**src/rtl/if_fetch.sv**
```systemverilog
// Instruction-fetch front end: PC, pipelined req/gnt/rvalid bus master and in-order instruction queue.
// Optional IFETCH_PERF_CNT_EN adds a saturating bubble counter output (bubble_cnt_o).
`ifndef NOP
`define NOP 32'h0000_0013
`endif

module if_fetch #(
    parameter int                    ADDR_WIDTH = 32,
    parameter int                    DATA_WIDTH = 32,
    parameter logic [ADDR_WIDTH-1:0] RESET_PC   = '0,
    parameter int                    FIFO_DEPTH = 2
) (
    input  logic                  clk_i,
    input  logic                  rst_i,
    input  logic                  stall_i,
    input  logic                  flush_i,
    input  logic [ADDR_WIDTH-1:0] jump_addr_i,
    output logic                  ibus_req_o,
    output logic [ADDR_WIDTH-1:0] ibus_addr_o,
    input  logic                  ibus_gnt_i,
    input  logic                  ibus_rvalid_i,
    input  logic [DATA_WIDTH-1:0] ibus_rdata_i,
    output logic [ADDR_WIDTH-1:0] inst_addr_o,
    output logic [DATA_WIDTH-1:0] inst_o,
    output logic                  inst_valid_o,
    output logic                  fetch_busy_o
`ifdef IFETCH_PERF_CNT_EN
    ,
    output logic [31:0]           bubble_cnt_o
`endif
);

    localparam int PTR_W = (FIFO_DEPTH > 1) ? $clog2(FIFO_DEPTH) : 1;
    localparam int CNT_W = $clog2(FIFO_DEPTH + 1);
    localparam logic [CNT_W:0]        DEPTH_C  = (CNT_W + 1)'(FIFO_DEPTH);
    localparam logic [DATA_WIDTH-1:0] NOP_WORD = DATA_WIDTH'(`NOP);

    logic [ADDR_WIDTH-1:0] pc_reg, pc_next;

    // Address queue: addresses granted on the bus, awaiting their response.
    logic [ADDR_WIDTH-1:0] aq_mem [FIFO_DEPTH];
    logic [PTR_W-1:0]      aq_wr_reg, aq_wr_next;
    logic [PTR_W-1:0]      aq_rd_reg, aq_rd_next;
    logic [CNT_W-1:0]      outstanding_reg, outstanding_next;
    logic [CNT_W-1:0]      kill_reg, kill_next;

    // Instruction queue of {addr, data} pairs presented to IF/ID.
    logic [ADDR_WIDTH-1:0] iq_addr_mem [FIFO_DEPTH];
    logic [DATA_WIDTH-1:0] iq_data_mem [FIFO_DEPTH];
    logic [PTR_W-1:0]      iq_wr_reg, iq_wr_next;
    logic [PTR_W-1:0]      iq_rd_reg, iq_rd_next;
    logic [CNT_W-1:0]      inst_count_reg, inst_count_next;

    logic credit_ok;
    logic grant;
    logic resp;
    logic keep;
    logic pop;
    logic head_valid;
    logic jump_low_unused;

    assign jump_low_unused = ^jump_addr_i[1:0];

    // Killed responses still occupy credit until they return, so the queue can never overflow.
    assign credit_ok  = ({1'b0, outstanding_reg} + {1'b0, inst_count_reg}) < DEPTH_C;
    assign ibus_req_o = rst_i & ~flush_i & credit_ok;
    assign grant      = ibus_req_o & ibus_gnt_i;
    assign resp       = ibus_rvalid_i & (outstanding_reg != '0);
    assign keep       = resp & (kill_reg == '0) & ~flush_i;
    assign head_valid = inst_count_reg != '0;
    assign pop        = head_valid & ~stall_i & ~flush_i;

    always_comb begin
        pc_next          = pc_reg;
        aq_wr_next       = aq_wr_reg;
        aq_rd_next       = aq_rd_reg;
        outstanding_next = outstanding_reg + CNT_W'(grant) - CNT_W'(resp);
        kill_next        = kill_reg;
        iq_wr_next       = iq_wr_reg;
        iq_rd_next       = iq_rd_reg;
        inst_count_next  = inst_count_reg;

        if (grant) aq_wr_next = aq_wr_reg + PTR_W'(1);
        if (resp)  aq_rd_next = aq_rd_reg + PTR_W'(1);

        if (flush_i) begin
            pc_next         = {jump_addr_i[ADDR_WIDTH-1:2], 2'b00};
            kill_next       = outstanding_reg - CNT_W'(resp);
            iq_wr_next      = '0;
            iq_rd_next      = '0;
            inst_count_next = '0;
        end else begin
            if (grant) pc_next = pc_reg + ADDR_WIDTH'(4);
            if (resp && kill_reg != '0) kill_next = kill_reg - CNT_W'(1);
            if (keep) iq_wr_next = iq_wr_reg + PTR_W'(1);
            if (pop)  iq_rd_next = iq_rd_reg + PTR_W'(1);
            inst_count_next = inst_count_reg + CNT_W'(keep) - CNT_W'(pop);
        end
    end

    always_ff @(posedge clk_i or negedge rst_i) begin
        if (!rst_i) begin
            pc_reg          <= RESET_PC;
            aq_wr_reg       <= '0;
            aq_rd_reg       <= '0;
            outstanding_reg <= '0;
            kill_reg        <= '0;
            iq_wr_reg       <= '0;
            iq_rd_reg       <= '0;
            inst_count_reg  <= '0;
        end else begin
            pc_reg          <= pc_next;
            aq_wr_reg       <= aq_wr_next;
            aq_rd_reg       <= aq_rd_next;
            outstanding_reg <= outstanding_next;
            kill_reg        <= kill_next;
            iq_wr_reg       <= iq_wr_next;
            iq_rd_reg       <= iq_rd_next;
            inst_count_reg  <= inst_count_next;
        end
    end

    // Storage needs no reset: occupancy counters gate every read.
    always_ff @(posedge clk_i) begin
        if (grant) aq_mem[aq_wr_reg] <= pc_reg;
        if (keep) begin
            iq_addr_mem[iq_wr_reg] <= aq_mem[aq_rd_reg];
            iq_data_mem[iq_wr_reg] <= ibus_rdata_i;
        end
    end

    assign ibus_addr_o  = pc_reg;
    assign inst_valid_o = head_valid;
    assign fetch_busy_o = ~head_valid;
    assign inst_o       = head_valid ? iq_data_mem[iq_rd_reg] : NOP_WORD;
    assign inst_addr_o  = head_valid ? iq_addr_mem[iq_rd_reg] : '0;

`ifdef IFETCH_PERF_CNT_EN
    logic [31:0] bubble_reg;

    always_ff @(posedge clk_i or negedge rst_i) begin
        if (!rst_i) begin
            bubble_reg <= '0;
        end else if (!head_valid && !stall_i && bubble_reg != 32'hFFFF_FFFF) begin
            bubble_reg <= bubble_reg + 32'd1;
        end
    end

    assign bubble_cnt_o = bubble_reg;
`endif

endmodule

```
**config.mk**
```make
export PLATFORM = sky130hd
export DESIGN_NAME = if_fetch
export DESIGN_NICKNAME = d
export VERILOG_FILES = /design/src/rtl/if_fetch.sv
export SDC_FILE = /design/constraint.sdc
export NUM_CORES = 1
export LEC_CHECK = 0
export CAP_MARGIN = 20
export CORE_UTILIZATION = 35
export CTS_CLUSTER_DIAMETER = 150
export CTS_CLUSTER_SIZE = 8
export DETAILED_ROUTE_END_ITERATION = 6
export PLACE_DENSITY = 0.6
export SLEW_MARGIN = 20
export SYNTH_ARGS = -nofsm -noshare
export SYNTH_HDL_FRONTEND = slang
export SYNTH_SLANG_ARGS = --single-unit
export TNS_END_PERCENT = 20
```
**constraint.sdc**
```tcl
create_clock -name clk_i -period 6.5 [get_ports clk_i]
set_input_delay 1.3 -clock clk_i [delete_from_list [all_inputs] [get_ports clk_i]]
set_output_delay 1.3 -clock clk_i [all_outputs]
set_load 0.005 [all_outputs]
```
==> results.toml <==
[yosys]
ys_seq_area_frac = 0.710
yosysWarnings = 0
synth_ff_type = "edfxtp_1"
async_flop_share = 0.179
avgSynthCellArea_sq_um = 14.7
netlist.area_leader.share = 0.601
synth_area_sq_um = 9190
synthMostInstantiatedCell = "edfxtp_1"
synth_common_cells = "184 x edfxtp_1, 85 x nor2_1, 64 x mux2i_1, 40 x dfrtp_1, 31 x mux2_2"
synthTopCellsByArea = "edfxtp_1 60%, dfrtp_1 11%, mux2i_1 7.0%"
syn_inst = 626
synth_top_cell_by_area = "edfxtp_1"
ys_seq_elements = 224
synth-edff-count = 184
synth.distinct_cells = 41

[timing]
finalCriticalPeriod_ns = 4.19
finalCritPeriodShare = 0.644
fmax_mhz = 239
setup_violations = 0
grt_setup_unrepaired = "false"
slew_viol_final = 0
hold_viol_final = 0
tns_ns = 0
worst_pin_slew_ns = 0.941
skew_ns = 0.0115
holdWs_ns = 0.510
relSlewSlack = 0.372

[routing]
routedWlPerCell_microns = 16.8
antenna_left = 0
routed_wl_microns = 19400
drtPass1Iterations = 4
vias = 5596
routed_via_density = 4.86
drt_iter0_drc = 232
drc = 0

[clock_network]
cts_sinks = 224
worstSkewPairLatency_ns = 0.53
root_buffer = "clkbuf_16"
postCtsSetupBuffers = 0
path_clk_slew_ns = 0.05
cts_tree = "done"
cts_buffers = 31
h-tree-depth = 1
cts_hold_buffers = 0
cts_buffer_depth = 3
cts_resized = 0

[critical_path]
crit_path_start = "flush_i"
worstReg2RegEnd = "iq_data_mem[1][23]$_DFFE_PP_"
cp-end-kind = "output pin"
r2r_cells = 6
crit_path_max_fanout = 34
start_kind = "input pin"
reg2reg_slack_ns = 3.76
critPathKind = "in -> out"
cp.arrival_ns = 2.89
r2r_start = "outstanding_reg[1]$_DFF_PN0_"
crit_required_ns = 5.20

[global_routing]
grt_antenna_before_repair = 0
grt_use_total = 0.144
grt_pass1_wl_microns = 29700
overflow = 0
grt_pass1_vias = 5511
grt_max_degree = 63

[worst_hold_path]
min_from = "aq_wr_reg$_DFFE_PN0P_"
holdPathStages = 1
min_to = "aq_wr_reg$_DFFE_PN0P_"
hold_path_class = "reg -> reg"

[floorplanning]
dieArea_sq_um = 26900
die_h_microns = 164
core-area_sq_um = 25500
ios = 169
die_w_microns = 164
rows = 58
initial_core_util = 0.361

[finish]
final_net_count = 877
top_register = "iq_data_mem"
n_fill_cell = 2276
diodes = 0
drive_above_1_share = 0.101
top_regs = "iq_data_mem x64, aq_mem x60, iq_addr_mem x60"
largest_register_ff_count = 64
areaGrowthSynthToFinish_pct = 31.0

[power]
p_per_area_nw_per_um2 = 339
pwr-share-seq = 0.450
pwr-share-comb = 0.200
peakVddDrop_uv = 160
clockPowerShare = 0.350
p_leak_nw = 4.00
p_switching_w = 0.00104
power_w = 0.00409
swShare = 0.254
p_int_w = 0.00305

[flow_run]
max_cap_violations = 0

[place]
portBuffers = 162
hpwl_microns = 12200
gp_congestion = 0.749

[outcome]
status = "completed"
-- power groups by stage --
stage | combinational (W) | sequential [W] | clock (W)
after floorplan | 0.000475 | 0.00182 | 0
after global routing | 0.000901 | 0.00186 | 0.00153
after CTS | 0.000838 | 0.00184 | 0.00147
final | 0.000816 | 0.00184 | 0.00143
after global placement | 0.000826 | 0.00186 | 0
after detailed placement | 0.000833 | 0.00187 | 0
-- cell type report --
type                            count  area, sq um  share of cell area
Clock buffer                       56          870              0.0722
Inverter                           12         45.0             0.00374
Multi-Input combinational cell    356         2470               0.205
Tap cell                          330          413              0.0343
Sequential cell                   224         6530               0.542
Timing Repair Buffer              174         1710               0.142
-- how the worst max path moves through the flow --
stage                                   end  slack (ns)  cells past startpoint
3_3_place_gp                     ibus_req_o        2.30                      4
3_5_place_dp                     ibus_req_o        2.32                      4
4_1_cts                     inst_addr_o[11]        2.27                      4
5_1_grt                     inst_addr_o[19]        2.18                      5
2_1_floorplan  iq_addr_mem[0][10]$_DFFE_PP_        0.01                      3
6_report                         ibus_req_o        2.31                      4
-- layer usage --
| layer | GRT usage | part of all wire |
|---|---|---|
| met5 | 0 | 0 |
| met3 | 0.0250 | 0.058 |
| met2 | 0.239 | 0.47 |
| met4 | 0.0476 | 0.016 |
| met1 | 0.192 | 0.45 |
-- cells by family (layout without fill, tap and decap cells) --
logic type                 after synthesis  after routing  synth area share
other                                    1              4          0.000408
adders and majority gates                8              8            0.0117
and+or+nand+nor                        178            178            0.0934
AOI/OAI and AO/OA                       53             53            0.0366
buffers and inverters                   49            242            0.0226
DFF                                    224            224             0.710
muxes                                   95             95             0.108
xor gates and xnor gates                18             18            0.0172
-- critical path: stages --
cell and delay [ns]:
clkdlybuf4s50_1 0.39, buf_4 0.24, nor4b_1 0.38, clkdlybuf4s50_1 0.56
-- per-stage QoR --
stage          utilization  area, sq um  instances  setup WS, ns
6_report             0.473        12000       1152          2.31
5_1_grt              0.473        12000       1152          2.18
4_1_cts              0.473        12000       1152          2.27
3_5_place_dp         0.438        11200       1096          2.32
3_3_place_gp         0.438        11200       1096          2.30
2_1_floorplan            -         9200        629        0.0147
-- cell usage in the layout, fill, tap and decap left out, types with 2 or more instances in the layout --
cell type / Yosys / layout
mux2_2: 31 / 31
o21ai_0: 14 / 14
nor2_1: 85 / 84
and4_1: 3 / 3
ha_1: 7 / 7
o21ai_1: 2 / 2
and3_1: 5 / 5
clkdlybuf4s50_1: 0 / 161
xnor2_1: 13 / 13
clkbuf_1: 23 / 25
clkbuf_16: 0 / 31
a31oi_1: 18 / 18
mux2i_1: 64 / 64
or3_1: 3 / 3
inv_1: 11 / 11
buf_4: 4 / 12
or4_1: 16 / 16
nor4_1: 4 / 4
conb_1: 1 / 4
nand3_1: 14 / 14
nor3_1: 4 / 3
nor2b_1: 2 / 2
xor2_1: 5 / 5
edfxtp_1: 184 / 184
nand4_1: 6 / 6
nand2_1: 28 / 28
dfrtp_1: 40 / 39
o31ai_1: 16 / 16
No activity file was read; power rests on OpenSTA's default activity.
==> patch: new RTL, same flow settings <==
The option `IFETCH_PERF_CNT_EN` is turned on by a define.
--- a/src/rtl/if_fetch.sv
+++ b/src/rtl/if_fetch.sv
@@ -2,2 +2,4 @@
 // Optional IFETCH_PERF_CNT_EN adds a saturating bubble counter output (bubble_cnt_o).
+`define IFETCH_PERF_CNT_EN
+
 `ifndef NOP
Behaviour (old outputs only; new: bubble_cnt_o): unchanged (equiv_simple and equiv_induct, registers matched by name and starting in step).
==> patch against the original RTL <==
  * Area after synthesis increased by 17%
  * Sequential cell count increased by 32
  * Via count increased by 24%
  * Design area increased by 18%
  * Setup slack improved by 86 ps
  * Sequential share of layout area decreased by 2.6 points
  * Clock power increased by 22%
  * Power increased by 14%
  * Worst hold slack got worse by 22 ps
  * Highest routed layer unchanged
  * Wire length increased by 33%
==> patch: results (changes against the original RTL) <==
status=finished, final reports clean; Synth top cells by count=184 x edfxtp_1, 86 x nor2_1, 72 x dfrtp_1, 63 x mux2i_1, 43 x nand2_1; Max VDD drop=0.159 mV (-0.63%); Via-to-Cell Ratio=5.00 (+2.9%); Final Wtd Congestion=0.773 (+3.2%); Worst Skew=15.4 ps (+3.90 ps); Psw=1.22 mW (+17%); initial drt markers=349 (+50%); Top Registers=iq_data_mem: 64 flops, aq_mem: 60 flops, iq_addr_mem: 60 flops; Antenna diodes=0 (unchanged); CP Launch Point=iq_rd_reg; Seq power=2.08 mW (+13%); Avg Cell Area, Syn=14.1 um^2 (-3.7%); LEAKAGE=4.98 nW (+25%); Placed Area=13100 um^2 (+18%); Post-Route WL=25.8 mm (+33%); R2R setup slack=3010 ps (-750 ps); first-pass GRT wire length=39.6 mm (+33%); Setup Slack @ Placement=2220 ps (-100 ps); post-DP HPWL=16.6 mm (+36%); worst hold path class=flip-flop to flip-flop; sequential share of the synthesized area=68.0% (-3.0 points); FF-to-FF End=aq_mem[0][18]; clock buffer depth=3 (unchanged); top routing layer in use=met4; reg2reg path depth=8 (+2); Final #Nets=1052 (+20%); Worst Hold Path EP=bubble_cnt_o[16]; largest net degree at the start of global routing=64 (+1.6%); Async S/R FF share, synth=28.1% (+10 points); # port buffers=194 (+20%); Met3 Wirelength=1.71 mm (+53%); Worst-Skew Late Latency=520 ps; Worst R2R Start=inst_count_reg[0]; DRT Pass-1 Iters=4 (unchanged); slowest cell on the critical path=dfrtp_4; Max stage delay on crit path=830 ps (+270 ps); H-Tree Depth=2 (+1); TritonCTS Buffers=37 (+19%); Tcrit/Tclk final=63.1% (-1.3 points); Worst Setup EP=inst_addr_o[22]; Met1 Wirelength=11.4 mm (+30%); Yosys cell types=62 (+51%); layout cells sized above 1=10.7% (+0.62 points); Synth area leaders=edfxtp_1 51%, dfrtp_1 17%, mux2i_1 5.9%; GRT Util Overall=16.6% (+2.1 points); met2 WL=12.1 mm (+31%); Hold WS=488 ps (-22.2 ps); final instance count without filler cells=1388 (+20%); critical-path maximum fanout=33 (-2.9%); internal power=3.45 mW (+13%); Worst Hold Launch=bubble_cnt_o[16]; Buf+Inv Stages, Crit Path=2 (-1); vias in the first global route=6859 (+24%); CP arrival=2800 ps (-90 ps); Clock Pin Slew Worst Setup and Hold Paths=50 ps (about the same); Worst-Margin Slew=930 ps (-11.4 ps); placed insts=1324 (+21%); clock network fraction of total power=37.4% (+2.4 points)
-- patch: cells by family after synthesis --
kind of cell | Yosys count | synth area share (%)
flip-flops | 256 | 68.0
AND/OR/NAND/NOR | 244 | 11.9
multiplexers | 94 | 9.13
AO/OA/AOI/OAI | 69 | 4.61
buffers and inverters | 49 | 1.96
XOR/XNOR | 40 | 3.25
adder cells (fa/ha/maj) | 9 | 1.11
other | 1 | 0.0348
-- patch: per-layer routing --
layer | global-route usage (%) | vias up
met5 | 0 | -
li1 | - | 3272
met3 | 4.26 | 42
met1 | 22.1 | 3443
met4 | 5.56 | 0
met2 | 26.1 | 180
-- patch: final cells by class --
cell class                      count  area [um^2]
Timing Repair Buffer              204         2010
Multi-Input combinational cell    460         3270
Inverter                           14         52.6
Clock inverter                      3         41.3
Clock buffer                       61         1020
Fill cell                        2687        15700
Sequential cell                   256         7330
Tap cell                          390          488
